[src/rtl/restoring_divider.sv]
// Sequential 8-bit / 4-bit unsigned restoring divider, one quotient bit per clock.
// Define DIV_FAST_PATH_EN to finish divide-by-zero and dividend < divisor in one cycle.
module restoring_divider (
  input  logic       clk,
  input  logic       rst_n,
  input  logic       start,
  input  logic [7:0] dividend,
  input  logic [3:0] divisor,
  output logic [7:0] quotient,
  output logic [3:0] remainder,
  output logic       busy,
  output logic       done,
  output logic       dbz
);

  typedef enum logic [1:0] {
    S_IDLE,
    S_RUN,
    S_DONE
  } state_t;

  state_t r_state;
  state_t w_next_state;

  // r_shift starts as the dividend; dividend bits leave at the MSB while
  // quotient bits enter at the LSB, so it ends holding the full quotient.
  logic [7:0] r_shift;
  logic [3:0] r_divisor;
  logic [4:0] r_prem;
  logic [2:0] r_count;

  logic [5:0] w_trial;
  logic [4:0] w_sub;
  logic       w_qbit;
  logic [4:0] w_prem_next;
  logic [7:0] w_quot_next;
  logic       w_last;
  logic       w_div_zero;

  assign w_trial     = {r_prem, r_shift[7]};
  assign w_qbit      = (w_trial >= {2'b00, r_divisor});
  assign w_sub       = w_trial[4:0] - {1'b0, r_divisor};
  assign w_prem_next = w_qbit ? w_sub : w_trial[4:0];
  assign w_quot_next = {r_shift[6:0], w_qbit};
  assign w_last      = (r_count == 3'd7);
  assign w_div_zero  = (r_divisor == 4'd0);

`ifdef DIV_FAST_PATH_EN
  logic w_fast;
  assign w_fast = (divisor == 4'd0) || ({4'd0, divisor} > dividend);
`endif

  assign busy = (r_state == S_RUN);
  assign done = (r_state == S_DONE);

  always_ff @(posedge clk or negedge rst_n) begin
    if (!rst_n) begin
      r_state <= S_IDLE;
    end else begin
      r_state <= w_next_state;
    end
  end

  always_comb begin
    w_next_state = r_state;
    case (r_state)
      S_IDLE: begin
        if (start) begin
`ifdef DIV_FAST_PATH_EN
          w_next_state = w_fast ? S_DONE : S_RUN;
`else
          w_next_state = S_RUN;
`endif
        end
      end
      S_RUN: begin
        if (w_last) begin
          w_next_state = S_DONE;
        end
      end
      S_DONE: begin
        w_next_state = S_IDLE;
      end
      default: begin
        w_next_state = S_IDLE;
      end
    endcase
  end

  // With a zero divisor every trial succeeds, so the partial remainder simply
  // collects the last dividend bits and its low nibble is dividend[3:0].
  always_ff @(posedge clk or negedge rst_n) begin
    if (!rst_n) begin
      r_shift   <= 8'd0;
      r_divisor <= 4'd0;
      r_prem    <= 5'd0;
      r_count   <= 3'd0;
      quotient  <= 8'd0;
      remainder <= 4'd0;
      dbz       <= 1'b0;
    end else begin
      case (r_state)
        S_IDLE: begin
          if (start) begin
            r_shift   <= dividend;
            r_divisor <= divisor;
            r_prem    <= 5'd0;
            r_count   <= 3'd0;
`ifdef DIV_FAST_PATH_EN
            if (w_fast) begin
              quotient  <= (divisor == 4'd0) ? 8'hFF : 8'h00;
              remainder <= dividend[3:0];
              dbz       <= (divisor == 4'd0);
            end
`endif
          end
        end
        S_RUN: begin
          r_shift <= w_quot_next;
          r_prem  <= w_prem_next;
          r_count <= r_count + 3'd1;
          if (w_last) begin
            quotient  <= w_div_zero ? 8'hFF : w_quot_next;
            remainder <= w_prem_next[3:0];
            dbz       <= w_div_zero;
          end
        end
        default: begin
        end
      endcase
    end
  end

endmodule

[config.mk]
export PLATFORM = sky130hd
export DESIGN_NAME = restoring_divider
export DESIGN_NICKNAME = d
export VERILOG_FILES = /design/src/rtl/restoring_divider.sv
export SDC_FILE = /design/constraint.sdc
export NUM_CORES = 1
export LEC_CHECK = 0
export BUFFER_PORTS_ARGS = -buffer_cell sky130_fd_sc_hd__buf_4
export CAP_MARGIN = 20
export CORE_MARGIN = 10
export CORE_UTILIZATION = 45
export DETAILED_ROUTE_END_ITERATION = 6
export MAX_ROUTING_LAYER = met4
export PLACE_DENSITY = 0.74
export SYNTH_ARGS = -nofsm -noshare
export SYNTH_HDL_FRONTEND = slang
export SYNTH_SLANG_ARGS = --single-unit
[constraint.sdc]
create_clock -name clk -period 5.7 [get_ports clk]
set_clock_uncertainty 0.2 [all_clocks]
set_input_delay 0.855 -clock clk [delete_from_list [all_inputs] [get_ports clk]]
set_output_delay 0.855 -clock clk [all_outputs]
set_load 0.05 [all_outputs]
==> summary.md <==
| Metric | Value |
|---|---|
| Grt peak-use layer | `met2` |
| Synth Warn # | `0` |
| Layout cells sized above 1 | `0.254` |
| Post-Syn Instances | `160` |
| EDFF count, synth | `0` |
| Die span in x | `82.0 um` |
| Drt pass-1 iters | `4` |
| Critical path arrival | `1.52 ns` |
| Starting Density | `0.468` |
| Cts hold-fix bufs | `0` |
| Ys flop type | `dfrtp_1` |
| Post-cts sizing count | `0` |
| DIE AREA | `6720 um^2` |
| Flop2flop setup slack | `3.41 ns` |
| H-tree depth | `2` |
| Clk slew on worst S/H paths | `0.07 ns` |
| Fin Setup TNS | `0 ns` |
| DRC violations left | `0` |
| Vias per inst | `5.66` |
| Cells taking the most area after synthesis | `dfrtp_1 51%, ha_1 4.3%, nand2_1 3.7%` |
| Max-slew headroom | `0.403` |
| Post-synth top cells | `35 x dfrtp_1, 17 x nand2_1, 8 x o21ai_0` |
| Xor/xnor share of the synthesized area | `0.0101` |
| Clock Latency Late Sink | `0.29 ns` |
| Area leader, netlist | `dfrtp_1` |
| Asr flop ratio synth | `1.00` |
| Hpwl dp | `3.05 mm` |
| Final WL | `4.02 mm` |
| Area of the core | `3690 um^2` |
| Met1 usage | `0.171` |
| Post-Syn Area | `1730 um^2` |
| Drt first-iter violations | `135` |
| Synth Area in Compound Gates | `0.221` |
| R2R cell count | `8` |
| Routed len/inst | `17.0 um` |
| CTS max path bufs | `2` |
| Yosys cell types | `42` |
| RePlAce Congestion | `0.901` |
| Vias in the first global route | `1347` |
| Multiplexer area fraction after synthesis | `0.00869` |
| Area post-placement | `1950 um^2` |
| Final hold vios | `0` |
| I/O Buffers | `29` |
| Largest net degree at the start of global routing | `36` |
| FF-to-FF Start | `r_shift[7]` |
| CP Launch Type | `flip-flop` |
| Initial antenna violation count | `0` |
| Number of synthesized register bits | `35` |
| CP endpoint kind | `output pin` |
| CTS buffer count | `5` |
| Grt met3 use | `0.0382` |
| Max cap viols | `0` |
| Synth Net Count | `182` |
| Routed vias | `1342` |
| Root Driver | `clkbuf_8` |
| Worst Tran Pin Value | `0.893 ns` |
| Die H | `82.0 um` |
| Remaining antenna violation count | `0` |
| ANT cells | `0` |
| Final Cycle Share | `0.451` |
| Count leader, synth | `dfrtp_1` |
| Setup Buffers After CTS | `0` |
| CP max FO | `13` |
| Post-route cell area | `2070 um^2` |
| Fraction of the mapped netlist area in adder cells | `0.0550` |
| Share of the synthesized area in the top cell type | `0.507` |
| Max frequency | `389 MHz` |
| IO Pins | `30` |
| RSZ-0062 raised after global routing | `false` |
| Share of the yosys chip area belonging to registers | `0.507` |
| Setup violations, final | `0` |
| First-pass GRT wire length | `6.69 mm` |
| Status | `finished, final reports clean` |
| Largest family of logic cells by synthesized area | `compound AO/OA/AOI/OAI gates` |
| Row count | `22` |
| Area grow syn2layout | `19.6%` |
| GRT Util Overall | `0.135` |
| Synth Area per Inst | `10.8 um^2` |
| WP data required | `4.64 ns` |
| End of the worst register-to-register path | `r_prem[1]` |
| Worst setup path class | `reg -> out` |
| Simple-gate portion of the synthesized area | `0.144` |
| Worst hold path type | `in -> async` |
| Fin crit period | `2.57 ns` |
| Met2 Resource Use GR | `0.199` |
| Clock sink total | `35` |
| Final Slew Violations | `0` |
| Final nets | `210` |
| Grt total ovfl | `0` |
| CTS tree | `done` |
## worst max-delay path, stage by stage, from the launching register on
cell and delay, ns:
dfrtp_1 0.62, nand2b_4 0.14, inv_2 0.22, buf_4 0.25
## layout by cell type (no fill, tap or decap), drive strengths merged, types with 2 or more instances in the layout
master / n
buf: 29
a22o: 2
inv: 9
nand3: 3
a22oi: 7
a31oi: 2
o22a: 7
nor2: 5
clkbuf: 5
ha: 6
nand2: 19
a21oi: 7
clkinv: 2
a41oi: 2
nor2b: 6
a32oi: 2
o31ai: 4
nand4: 3
and2: 4
o21ai: 14
dfrtp: 35
## registers in the layout (all words and copies together), names as in the netlist
signal / cells
dbz: 1
quotient: 8
r_count: 3
r_divisor: 4
r_prem: 5
r_shift: 8
r_state: 2
remainder: 4
## how the worst max path moves through the flow
stage	start	end	slack, ns	cells after the start
after floorplan	r_state[0]	done	3.36	2
after global placement	start	r_prem[3]	3.42	5
after detailed placement	start	r_prem[3]	3.30	5
after CTS	r_state[0]	busy	3.13	3
after global routing	r_state[0]	busy	3.03	3
final	r_state[0]	busy	3.13	3
## logic make-up after synthesis
logic type / Yosys count
DFF: 35
AOI/OAI and AO/OA: 53
buffers and inverters: 17
muxes: 1
adders and majority gates: 7
xor gates and xnor gates: 2
and+or+nand+nor: 45
## through the flow
step	utilization	hold slack, ns	cells	setup WS, ns
final	0.560	0.298	237	3.13
after global routing	0.560	0.329	237	3.03
after detailed placement	0.529	0.286	229	3.30
after CTS	0.560	0.304	237	3.13
after global placement	0.529	0.268	229	3.42
after floorplan	-	0.260	160	3.36
## final cells by class
type,count,area (um^2)
well taps,48,60.1
inverters,9,38.8
fillers,330,1620
flip-flops and latches,35,876
repair buffers,29,218
clock buffers,5,68.8
clock inverters,3,47.5
multi-input cells,108,758
## routing by layer
metal / part of all wire / up-vias
li1: - / 640
met1: 0.44 / 657
met5: 0 / -
met3: 0.069 / 6
met4: 0.012 / 0
met2: 0.48 / 39
Power is not shown: default switching activity piles up to over one toggle a cycle in this logic, so the estimate is an artifact.
